### config.mk
export PLATFORM = sky130hd
export DESIGN_NAME = spi_xfer_ctrl
export DESIGN_NICKNAME = d
export VERILOG_FILES = /design/src/rtl/spi_pkg.sv /design/src/rtl/spi_tick_gen.sv /design/src/rtl/spi_xfer_ctrl.sv
export SDC_FILE = /design/constraint.sdc
export NUM_CORES = 1
export LEC_CHECK = 0
export ABC_CLOCK_PERIOD_IN_PS = 5700
export CORE_MARGIN = 10
export CORE_UTILIZATION = 30
export DETAILED_ROUTE_END_ITERATION = 16
export HOLD_SLACK_MARGIN = 0.1
export MAX_ROUTING_LAYER = met4
export PLACE_DENSITY_LB_ADDON = 0.2
export SYNTH_ARGS = -nofsm -noshare
export SYNTH_HDL_FRONTEND = slang
export SYNTH_SLANG_ARGS = --single-unit
export TNS_END_PERCENT = 100
### constraint.sdc
create_clock -name CLK -period 5.7 [get_ports CLK]
set_input_delay 1.14 -clock CLK [delete_from_list [all_inputs] [get_ports CLK]]
set_output_delay 1.14 -clock CLK [all_outputs]
set_load 0.05 [all_outputs]
### src/rtl/spi_pkg.sv
// spi_pkg: shared state type and defaults for the SPI transfer sequencer
package spi_pkg;
  typedef enum logic [1:0] {IDLE, SETUP, XFER, HOLD} spi_state_t;
  localparam int SPI_DIV_DEFAULT = 0;
  localparam int SPI_DATA_W_DEFAULT = 8;
endpackage

### src/rtl/spi_tick_gen.sv
// spi_tick_gen: programmable enable divider, TICK once every DIV+1 cycles, held at 0 by CLR
module spi_tick_gen #(
  parameter int CNT_W = 16
) (
  input  logic             CLK,
  input  logic             RST,
  input  logic             CLR,
  input  logic [CNT_W-1:0] DIV,
  output logic             TICK
);
  logic [CNT_W-1:0] cnt;
  assign TICK = cnt == DIV;
  always_ff @(posedge CLK or posedge RST)
    if (RST) cnt <= '0;
    else cnt <= (CLR || TICK) ? '0 : cnt + CNT_W'(1);
endmodule

### src/rtl/spi_xfer_ctrl.sv
// spi_xfer_ctrl: SPI mode-0 MSB-first master sequencer with START/BUSY/DONE handshake
// SPI_XFER_CTRL_LOOPBACK_EN samples MOSI instead of MISO on each rising SCLK edge
module spi_xfer_ctrl
  import spi_pkg::*;
#(
  parameter int DATA_W = SPI_DATA_W_DEFAULT,
  parameter int CNT_W  = 16
) (
  input  logic              CLK,
  input  logic              RST,
  input  logic [CNT_W-1:0]  DIV_VAL,
  input  logic              START,
  input  logic [DATA_W-1:0] TX_DATA,
  output logic              BUSY,
  output logic              DONE,
  output logic [DATA_W-1:0] RX_DATA,
  output logic              SCLK,
  output logic              MOSI,
  input  logic              MISO,
  output logic              CS_N
);
  localparam int BW = $clog2(DATA_W + 1);
  spi_state_t state, state_d;
  logic [CNT_W-1:0] div_q;
  logic [DATA_W-1:0] tx_sh, rx_sh;
  logic [BW-1:0] bit_cnt;
  logic tick, sample, last;
  spi_tick_gen #(.CNT_W(CNT_W)) u_tick (
    .CLK (CLK),
    .RST (RST),
    .CLR (state == IDLE),
    .DIV (div_q),
    .TICK(tick)
  );
`ifdef SPI_XFER_CTRL_LOOPBACK_EN
  assign sample = MOSI;
`else
  assign sample = MISO;
`endif
  assign last = bit_cnt == BW'(DATA_W);
  always_comb begin
    state_d = state;
    unique case (state)
      IDLE:    state_d = START ? SETUP : IDLE;
      SETUP:   state_d = tick ? XFER : SETUP;
      XFER:    state_d = (tick && SCLK && last) ? HOLD : XFER;
      HOLD:    state_d = tick ? IDLE : HOLD;
      default: state_d = IDLE;
    endcase
  end
  always_ff @(posedge CLK or posedge RST)
    if (RST) state <= IDLE;
    else state <= state_d;
  always_ff @(posedge CLK or posedge RST)
    if (RST) begin
      SCLK    <= 1'b0;
      CS_N    <= 1'b1;
      MOSI    <= 1'b0;
      BUSY    <= 1'b0;
      DONE    <= 1'b0;
      RX_DATA <= '0;
      tx_sh   <= '0;
      rx_sh   <= '0;
      bit_cnt <= '0;
      div_q   <= CNT_W'(SPI_DIV_DEFAULT);
    end else begin
      DONE <= 1'b0;
      case (state)
        IDLE: if (START) begin
          tx_sh   <= TX_DATA;
          div_q   <= DIV_VAL;
          CS_N    <= 1'b0;
          MOSI    <= TX_DATA[DATA_W-1];
          BUSY    <= 1'b1;
          bit_cnt <= '0;
        end
        XFER: if (tick) begin
          SCLK <= ~SCLK;
          if (!SCLK) begin
            rx_sh   <= {rx_sh[DATA_W-2:0], sample};
            bit_cnt <= bit_cnt + BW'(1);
          end else if (!last) begin
            // the final falling edge leaves MOSI on the last data bit
            tx_sh <= tx_sh << 1;
            MOSI  <= tx_sh[DATA_W-2];
          end
        end
        HOLD: if (tick) begin
          CS_N    <= 1'b1;
          RX_DATA <= rx_sh;
          DONE    <= 1'b1;
          BUSY    <= 1'b0;
        end
        default: ;
      endcase
    end
endmodule
# Yosys cells after proc, flatten, opt, wreduce, memory -nomap -nowiden
# Cells that the tools add are included.
# totals
ff_bits	66
in_bits	28
out_inout_bits	13
wordCells	67
# op_classes
n_addsub	2
n_eq_ne	11
mux	28
bitwise	1
reduce_logical	13
# op_table
operator	count
7-bit 2-to-1 mux	4
16-bit by 1-bit adder with 16-bit output, second input constant	1
16-bit equality test	1
16-bit 2-to-1 mux	1
7-bit one-hot mux with 2 select lines	1
1-bit 2-to-1 mux	12
4-bit 2-to-1 mux	3
2-bit inequality test, second input constant	6
2-bit one-hot mux with 4 select lines	1
4-bit one-hot mux with 2 select lines	1
1-bit one-hot mux with 2 select lines	3
2-bit AND reduction	3
3-bit AND reduction	2
5-bit AND reduction	1
4-bit by 1-bit adder with 4-bit output, second input constant	1
2-bit equality test, second input constant	2
4-bit equality test, second input constant	1
2-bit 2-to-1 mux	2
4-bit AND reduction	1
2-bit nonzero test	2
2-bit by 1-bit equality test with 1-bit output, second input constant	1
1-bit logical AND	2
2-bit zero test	1
1-bit logical OR	1
1-bit inverter	1

# Longest topological paths before layout
# Gate-level depths: netlist of run 1.
# depth
ltp_word	5
ltp_mapped	8
mapped_depth_nobuf	7

# Cells and area by module
# A second synthesis of run 1 with hierarchy kept.
# hier_totals
hier_cells	282
hier_area_um2	3116.7
# modules_own_cells
mod	n_inst	cells_each	area_each_um2	seq_area_each_um2
spi_xfer_ctrl	1	181	2130.8	1252.5
spi_tick_gen	1	101	985.9	400.4

# Least setup slack after synthesis of run 1
# No wires, ideal clock.
# synth_timing
kind	input port to flip-flop
from	input port START
to	register bit_cnt[1]
setup_ps	126
arrival_time_ps	1918
required_ps	5574
setup_slack_ps	3656
cell_stages	4
path_buffers	1
path_cell_list	and2_1 clkbuf_1 nor2_1 a221o_1
# synth_between
elab_chain_len	2
# synth_rtl
element	line_no	rtl
start, declared	spi_xfer_ctrl.sv:12	input logic START,
2-bit inequality test (no line)	--	
4-bit AND reduction (no line)	--	
end signal, assigned	spi_xfer_ctrl.sv:81	bit_cnt <= bit_cnt + BW'(1);
end, declared	spi_xfer_ctrl.sv:26	logic [BW-1:0] bit_cnt;
# No other way between the ends.
# A chain may end at the register's enable or synchronous reset.

# Worst setup path after layout of run 1
# layout_timing
from	register CS_N
to	output port CS_N
# layout_rtl
element	line_no	rtl
start, declared	spi_xfer_ctrl.sv:20	output logic CS_N
start signal, assigned	spi_xfer_ctrl.sv:57	CS_N <= 1'b1;
start signal, assigned	spi_xfer_ctrl.sv:72	CS_N <= 1'b0;
start signal, assigned	spi_xfer_ctrl.sv:89	CS_N <= 1'b1;
# No word-level cell between the ends.

==> results of run 1 <==
## kinds of logic after synthesis
kind of cell / synth area share [%]
AND/OR/NAND/NOR: 18.8
flip-flops: 55.3
XOR/XNOR: 9.09
AO/OA/AOI/OAI: 6.66
buffers and inverters: 2.81
multiplexers: 6.03
adder cells (fa/ha/maj): 1.26
## power by group
group          internal (uW)  switching [uW]
Combinational            151             186
Sequential               578            92.4
Clock                    160             195
## metal layers
metal,wire [um],GRT usage [%]
met1,3130,12.1
met4,97,3.54
met2,3230,15.9
met5,0,-
met3,237,3.33
## how the worst max path moves through the flow
stage                                   to  slack, ns  cells after the start
floorplan                 BUSY$_DFFE_PP0P_       2.91                      1
global placement    bit_cnt[1]$_DFFE_PP0P_       2.87                      5
detailed placement  bit_cnt[1]$_DFFE_PP0P_       2.85                      5
CTS                                   CS_N       2.82                      1
global route        RX_DATA[2]$_DFFE_PP0P_       2.76                      5
finish                                CS_N       2.86                      1
## per-stage QoR
stage | util (%) | area (sq um)
floorplan | - | 2990
global placement | 36.1 | 3510
detailed placement | 36.1 | 3510
CTS | 37.9 | 3690
global route | 37.9 | 3690
finish | 37.9 | 3690
## state kept, by name, indices dropped and copies added (netlist names)
register	cells
u_tick.cnt	16
MOSI	1
BUSY	1
rx_sh	8
CS_N	1
state	2
bit_cnt	4
DONE	1
div_q	16
tx_sh	7
RX_DATA	8
SCLK	1
## synthesized netlist by cell type, drive strengths merged
| cell | number |
|---|---|
| buf | 4 |
| a211oi | 1 |
| a21oi | 9 |
| nand2b | 2 |
| nand4 | 6 |
| or3 | 1 |
| mux2 | 16 |
| inv | 6 |
| a221o | 1 |
| ha | 3 |
| o22ai | 1 |
| dfrtp | 65 |
| nor4 | 4 |
| a41o | 1 |
| nand3 | 3 |
| o21ai | 4 |
| and4 | 3 |
| nand2 | 64 |
| o211ai | 1 |
| clkbuf | 9 |
| nor2 | 39 |
| xnor2 | 7 |
| nor2b | 1 |
| and3 | 5 |
| o22a | 7 |
| dfstp | 1 |
| a31oi | 2 |
| a21o | 2 |
| nor3b | 1 |
| and2 | 1 |
| xor2 | 24 |
## final cells by class
| type | count | area share [%] |
|---|---|---|
| Multi-Input combinational cell | 209 | 33.9 |
| Timing Repair Buffer | 42 | 11.3 |
| Clock buffer | 9 | 3.36 |
| Sequential cell | 66 | 44.8 |
| Tap cell | 133 | 4.51 |
| Inverter | 6 | 0.611 |
| Clock inverter | 7 | 1.49 |
==> impl_metrics.tcl, run 1 <==
set metrics [dict create \
    status "finished clean" \
    die_w_um 120 \
    final-seq-area_sq_um 1650 \
    min_from "RX_DATA[3]$_DFFE_PP0P_" \
    cts-buffers-inserted 9 \
    startpoint "CS_N$_DFFE_PP1P_" \
    grt_pass1_vias 2288 \
    syn_area_per_cell_sq_um 10.2 \
    critPathKind "reg2out" \
    grt_pass1_wl_mm 11.4 \
    synth.net_count 325 \
    clockBufferDepth 2 \
    layout_commonest_cell "dfrtp_1" \
    p_per_area_nw_per_um2 370 \
    cts_num_sinks 66 \
    initial_core_util_pct 30.7 \
    cp.buffers_inverters 1 \
    n_fill_cell 994 \
    ir_drop_mv 0.166 \
    worst_setup_path_start_kind "flip-flop" \
    fin_setup_tns_ns 0 \
    drc 0 \
    r2r-start "u_tick.cnt[6]$_DFF_PP0_" \
    antenna_cells 0 \
    syn_inst 294 \
    cts_max_level 3 \
    max_cap_viol_count 0 \
    wl_per_cell_um 14.2 \
    multiInputGateArea_sq_um 1250 \
    place.port_buffers 40 \
    power_uw 1360 \
    drv_slew 0 \
    relSlewSlack_pct 43.0 \
    fmax_mhz 353 \
    rr_endpoint "RX_DATA[5]$_DFFE_PP0P_" \
    worstHoldEndpoint "RX_DATA[3]$_DFFE_PP0P_" \
    rsz0062_at_grt "false" \
    drt_iter0_markers 67 \
    whs_path_depth 1 \
    synth.distinct_cells 37 \
    die_y_um 120 \
    cts_tree "yes" \
    gp_congestion 0.809 \
    hold_path.class "reg2reg" \
    fin_crit_ns 2.84 \
    synth_top_area_cell "dfrtp_1" \
    hold_buffers 0 \
    grtUsageTotal_pct 10.2 \
    worstPathMaxFanout 2 \
    overflow 0 \
    ys_warn_count 0 \
    cp_data_required_time_ns 4.56 \
    synth_seq_area_share_pct 55.3 \
    clock_latency_ns 0.35 \
    via_per_inst 4.52 \
    ant_nets 0 \
    clk_pin_slew_ns 0.08 \
    hold_violations 0 \
    num-nets-final 365 \
    worst_slew_pin_slew_ns 0.852 \
    antenna_found_initial 0 \
    core_area_sq_um 9730 \
    cp_slowest_cell "clkdlybuf4s50_1" \
    hold_ws_ns 0.492 \
    dpl.cell_count 456 \
    crit_path_max_incr_delay_ns 0.82 \
    synth_top_area_share_pct 54.4 \
    p_leak_uw 0.00173 \
    final_cells 472 \
    syn2layout_area_growth_pct 23.4 \
    clock_skew_ns 0.00638 \
    critical_path_arrival_ns 1.70 \
    hpwl_mm 4.71 \
    pre_cts_ws_ns 2.85 \
    setup_ws_ns 2.86 \
    ys_ff_latch 66 \
    cts-root-buf "clkbuf_8" \
    grt_max_degree 36 \
    cp_top_family "buffers and inverters" \
    drive_above_1_share_pct 8.85 \
    rows 36 \
    critPathCaptureType "output port" \
    period_share_pct 49.7 \
    r2r_setup_slack_ns 2.96 \
    final_cell_mix "dfrtp_1, nand2_1, clkdlybuf4s50_1" \
    path_cells "clkdlybuf4s50_1" \
    drt_wl_total_mm 6.69 \
    dr.pass1.iters 4 \
    yosys-top-cells-area "dfrtp_1, nand2_1, xor2_1" \
    ios 41 \
    setup_violations 0 \
    ctsResizeCount 0 \
    syn_area_sq_um 2990 \
    post_cts_buffers 0 \
    r2r_cells 5 \
    num_vias 2133 \
    die_area_sq_um 14400 \
]
Note: power is estimated with default switching activity, not from simulation.
==> inputs of run 2 (changes only) <==
--- a/config.mk
+++ b/config.mk
@@ -5,7 +5,7 @@
 export SDC_FILE = /design/constraint.sdc
 export NUM_CORES = 1
 export LEC_CHECK = 0
-export ABC_CLOCK_PERIOD_IN_PS = 5700
+export ABC_CLOCK_PERIOD_IN_PS = 2650
 export CORE_MARGIN = 10
 export CORE_UTILIZATION = 30
 export DETAILED_ROUTE_END_ITERATION = 16
==> constraint.sdc (replaced) <==
create_clock -name CLK -period 2.65 [get_ports CLK]
set_input_delay 0.53 -clock CLK [delete_from_list [all_inputs] [get_ports CLK]]
set_output_delay 0.53 -clock CLK [all_outputs]
set_load 0.05 [all_outputs]
==> run 2 against run 1 <==
  * Sequential power increased by 120%
  * Total power increased by 140%
  * Die area is the same
  * Global-route usage is 0.15 points lower
  * Clock power grew to 2.9 times the previous value
  * First-iteration DRC count fell by 24%
  * Via count up 2.4%
  * Critical endpoint is now RX_DATA[2]$_DFFE_PP0P_
  * Largest power group unchanged
==> impl_metrics.tcl, run 2 (same netlist as run 1, synthesis figures left out) <==
set metrics [dict create \
    worstPathMaxFanout 9 \
    cp_slowest_cell "dfrtp_1" \
    grtUsageTotal_pct 10.0 \
    ant_nets 0 \
    p_leak_uw 0.00179 \
    cts-root-buf "clkbuf_8" \
    ir_drop_mv 0.332 \
    r2r_setup_slack_ns 0.42 \
    fin_crit_ns 2.23 \
    max_cap_viol_count 0 \
    worst_slew_pin_slew_ns 0.522 \
    hpwl_mm 4.50 \
    seqPwrFrac_pct 45.0 \
    pre_cts_ws_ns 0.406 \
    antenna_found_initial 0 \
    critPathKind "reg2reg" \
    clock_skew_ns 0.0103 \
    clockBufferDepth 2 \
    design_area_sq_um 3800 \
    p_comb_share_pct 22.9 \
    ctsResizeCount 0 \
    rsz0062_at_grt "false" \
    drc 0 \
    cts-buffers-inserted 9 \
    syn2layout_area_growth_pct 27.2 \
    drive_above_1_share_pct 9.88 \
    worst_setup_path_start_kind "flip-flop" \
    hold_violations 0 \
    path_cells "xor2_1 > nor4_1 > and4_1 > and3_1 > mux2_1" \
    critPathCaptureType "flip-flop" \
    dr.pass1.iters 6 \
    final_cell_mix "dfrtp_1, nand2_1, clkdlybuf4s50_1" \
    hold_buffers 0 \
    setup_ws_ns 0.417 \
    internal_power_uw 2210 \
    fin_setup_tns_ns 0 \
    num-nets-final 370 \
    grt_pass1_wl_mm 11.3 \
    period_share_pct 84.3 \
    post_cts_buffers 0 \
    utilization_pct 39.1 \
    num_vias 2184 \
    antenna_cells 0 \
    die_y_um 120 \
    hold_path.class "reg2reg" \
    cts_tree "yes" \
    wl_per_cell_um 13.7 \
    die_w_um 120 \
    power_uw 3210 \
    setup_violations 0 \
    die_area_sq_um 14400 \
    gp_congestion 0.821 \
    cp_data_required_time_ns 2.88 \
    place_area_sq_um 3560 \
    clk_pin_slew_ns 0.08 \
    drt_wl_total_mm 6.55 \
    status "finished clean" \
    p_per_area_nw_per_um2 845 \
    n_fill_cell 1025 \
    rows 36 \
    relSlewSlack_pct 65.1 \
    clkPwrFrac_pct 32.1 \
    drt_iter0_markers 51 \
    fmax_mhz 448 \
    overflow 0 \
    layout_commonest_cell "dfrtp_1" \
    place.port_buffers 40 \
    drv_slew 0 \
    clock_latency_ns 0.35 \
    p_sw_share_pct 31.2 \
    cts_num_sinks 66 \
    critical_path_arrival_ns 2.46 \
    cts_max_level 3 \
    core_area_sq_um 9730 \
    via_per_inst 4.58 \
    ios 41 \
    crit_path_max_incr_delay_ns 0.44 \
    top_regs "div_q (16), u_tick.cnt (16)" \
    initial_core_util_pct 30.7 \
    switchingPower_uw 1000 \
    grt_pass1_vias 2349 \
    grt_max_degree 67 \
]
[run 2: changes by cell type in the layout (fill, tap and decap cells not counted), sizes merged]
cell	previous run	this run
buf	2	7
bufinv	0	3
clkbuf	9	10
clkinv	4	2
clkinvlp	2	1
inv	7	6
[run 2: cell type report]
| cell class | count | area [sq um] | share of cell area, % |
|---|---|---|---|
| timing repair buffer | 47 | 465 | 12.2 |
| inverter | 6 | 22.5 | 0.592 |
| tap | 133 | 166 | 4.38 |
| clock buffer | 10 | 128 | 3.36 |
| sequential | 66 | 1650 | 43.5 |
| multi-input combinational | 209 | 1250 | 32.9 |
| clock inverter | 6 | 115 | 3.03 |
[run 2: critical path, delay by kind of cell, from the launching register on]
kind / cells / cell delay [ns]
multiplexers: 1 / 0.36
AND/OR/NAND/NOR: 3 / 1.13
XOR/XNOR: 1 / 0.18
flip-flops: 1 / 0.44
[run 2: metrics by stage]
stage	cells	hold slack, ns
detailed placement	461	0.478
global route	477	0.514
finish	477	0.495
floorplan	294	0.459
global placement	461	0.474
CTS	477	0.500
[run 2: path summary, 6_finish.rpt]
kind                                    startpoint                      to  depth (start not counted)
setup / recovery           u_tick.cnt[0]$_DFF_PP0_  RX_DATA[2]$_DFFE_PP0P_                          5
hold / removal              RX_DATA[4]$_DFFE_PP0P_  RX_DATA[4]$_DFFE_PP0P_                          1
setup reg to reg           u_tick.cnt[0]$_DFF_PP0_  RX_DATA[2]$_DFFE_PP0P_                          5
hold reg to reg             RX_DATA[4]$_DFFE_PP0P_  RX_DATA[4]$_DFFE_PP0P_                          1
max in group asynchronous                      RST        CS_N$_DFFE_PP1P_                          3
min in group asynchronous                      RST        BUSY$_DFFE_PP0P_                          3
[run 2: per-layer routing]
metal | up-vias | track usage [%] | part of all wire [%]
li1 | 1069 | - | -
met1 | 1077 | 11.8 | 46
met2 | 28 | 15.5 | 48
met3 | 10 | 3.42 | 3.9
met4 | 0 | 3.77 | 1.2
met5 | - | - | 0
[run 2: power groups by stage]
| stage | Combinational, uW | Clock (uW) | Sequential [uW] |
|---|---|---|---|
| finish | 734 | 1030 | 1450 |
| global route | 839 | 1110 | 1480 |
| CTS | 751 | 1070 | 1440 |
| detailed placement | 746 | 0 | 1460 |
| global placement | 741 | 0 | 1460 |
| floorplan | 506 | 0 | 1460 |
==> inputs of run 3 (changes only) <==
--- a/config.mk
+++ b/config.mk
@@ -5,7 +5,7 @@
 export SDC_FILE = /design/constraint.sdc
 export NUM_CORES = 1
 export LEC_CHECK = 0
-export ABC_CLOCK_PERIOD_IN_PS = 2650
+export ABC_CLOCK_PERIOD_IN_PS = 2100
 export CORE_MARGIN = 10
 export CORE_UTILIZATION = 30
 export DETAILED_ROUTE_END_ITERATION = 16
==> constraint.sdc (replaced) <==
create_clock -name CLK -period 2.1 [get_ports CLK]
set_input_delay 0.42 -clock CLK [delete_from_list [all_inputs] [get_ports CLK]]
set_output_delay 0.42 -clock CLK [all_outputs]
set_load 0.05 [all_outputs]
==> run 3 against run 2 <==
  * Critical path type unchanged
  * Fmax increased by 12%
  * Register-to-register slack worse by 0.31 ns
  * Global-route usage increased by 0.20 points
  * Count of clock-buffer cells in the layout fell by 1
==> impl_metrics.tcl, run 3 (same netlist as run 1, synthesis figures left out) <==
set metrics [dict create \
    cp_data_required_time_ns 2.33 \
    worstPathMaxFanout 11 \
    initial_core_util_pct 30.7 \
    overflow 0 \
    hpwl_mm 4.70 \
    max_cap_viol_count 0 \
    layout_commonest_cell "dfrtp_1" \
    grtUsageTotal_pct 10.2 \
    syn2layout_area_growth_pct 31.2 \
    routed.top_layer "met4" \
    die_w_um 120 \
    fin_crit_ns 2.00 \
    power_uw 3930 \
    cts_max_level 3 \
    hold_path.class "in2async" \
    clock_skew_ns 0.00879 \
    ios 41 \
    antenna_found_initial 0 \
    die_area_sq_um 14400 \
    worst_setup_path_start_kind "flip-flop" \
    critical_path_arrival_ns 2.23 \
    core_area_sq_um 9730 \
    wl_met2_mm 3.28 \
    hold_buffers 0 \
    clk_pin_slew_ns 0.08 \
    via_per_inst 4.44 \
    utilization_pct 40.3 \
    critPathKind "reg2reg" \
    grt_pass1_vias 2364 \
    wl_per_cell_um 13.6 \
    cts_num_sinks 66 \
    post_cts_buffers 0 \
    grt_max_degree 35 \
    status "finished clean" \
    ant_nets 0 \
    cts-root-buf "clkbuf_8" \
    dr.pass1.iters 4 \
    fmax_mhz 501 \
    fin_setup_tns_ns 0 \
    final_cell_mix "dfrtp_1, nand2_1, nor2_1" \
    cts-buffers-inserted 9 \
    pre_cts_ws_ns 0.0735 \
    r2r-start "u_tick.cnt[13]$_DFF_PP0_" \
    p_per_area_nw_per_um2 1000 \
    drt-met1-wl_mm 3.19 \
    n_fill_cell 1031 \
    rows 36 \
    cts_tree "yes" \
    rr_endpoint "RX_DATA[1]$_DFFE_PP0P_" \
    die_y_um 120 \
    setup_violations 0 \
    place.port_buffers 40 \
    ir_drop_mv 0.409 \
    clock_latency_ns 0.35 \
    period_share_pct 95.0 \
    clockBufferDepth 2 \
    num_vias 2191 \
    gp_congestion 0.784 \
    routed-wl-met3_um 104 \
    p_leak_uw 0.00187 \
    grt_pass1_wl_mm 11.4 \
    relSlewSlack_pct 64.0 \
    setup_ws_ns 0.105 \
    hold_violations 0 \
    drc 0 \
    drt_iter0_markers 48 \
    r2r_setup_slack_ns 0.10 \
    drive_above_1_share_pct 15.2 \
    num-nets-final 387 \
    drt_wl_total_mm 6.71 \
    top_regs "div_q (16), u_tick.cnt (16)" \
    worst_slew_pin_slew_ns 0.540 \
    drv_slew 0 \
    critPathCaptureType "flip-flop" \
    antenna_cells 0 \
    rsz0062_at_grt "false" \
    r2r_cells 7 \
]
==> run 3: through the flow <==
step	std cells	instance area, sq um	hold slack, ns
after floorplan	294	2990	0.459
after global placement	478	3710	0.472
after detailed placement	478	3710	0.479
after CTS	494	3910	0.440
after global routing	494	3920	0.473
final	494	3920	0.437
==> run 3: final cells by class <==
cell class / instances / area [sq um] / area share [%]
clock buffers: 9 / 124 / 3.16
clock inverters: 7 / 77.6 / 1.98
inverters: 6 / 22.5 / 0.575
multi-input cells: 209 / 1260 / 32.1
flip-flops and latches: 66 / 1650 / 42.2
well taps: 133 / 166 / 4.25
repair buffers: 64 / 618 / 15.8
==> run 3: how the worst max path moves through the flow <==
| stage | startpoint | endpoint | slack (ns) | cells after the start |
|---|---|---|---|---|
| 2_1_floorplan | RST | BUSY$_DFFE_PP0P_ | 0.03 | 1 |
| 3_3_place_gp | u_tick.cnt[0]$_DFF_PP0_ | RX_DATA[4]$_DFFE_PP0P_ | 0.11 | 7 |
| 3_5_place_dp | u_tick.cnt[0]$_DFF_PP0_ | RX_DATA[5]$_DFFE_PP0P_ | 0.07 | 7 |
| 4_1_cts | SCLK$_DFFE_PP0P_ | SCLK | 0.009 | 1 |
| 5_1_grt | u_tick.cnt[13]$_DFF_PP0_ | RX_DATA[0]$_DFFE_PP0P_ | 0.005 | 7 |
| 6_report | u_tick.cnt[13]$_DFF_PP0_ | RX_DATA[1]$_DFFE_PP0P_ | 0.10 | 7 |
==> run 3: power by group <==
group	total (uW)	internal (uW)	switching, uW
clock network	1100	555	543
registers	1790	1570	223
logic	1030	490	544
==> run 3: routing by layer <==
layer	vias up	track usage, %
li1	1101	-
met1	1052	12.3
met2	29	16.2
met3	9	1.83
met4	0	5.20
met5	-	-
==> run 3: critical path, stage by stage, from the launching register on <==
cell and delay [ns]:
dfrtp_1 0.42, xor2_1 0.15, nor4_1 0.28, buf_4 0.17, and4_4 0.23, and3_4 0.20
buf_12 0.13, mux2_1 0.31
==> run 3: timing repair <==
action                     CTS  global route
hold endpoints to repair     0             0
setup endpoints to repair    0             9
gates resized for setup      0             3
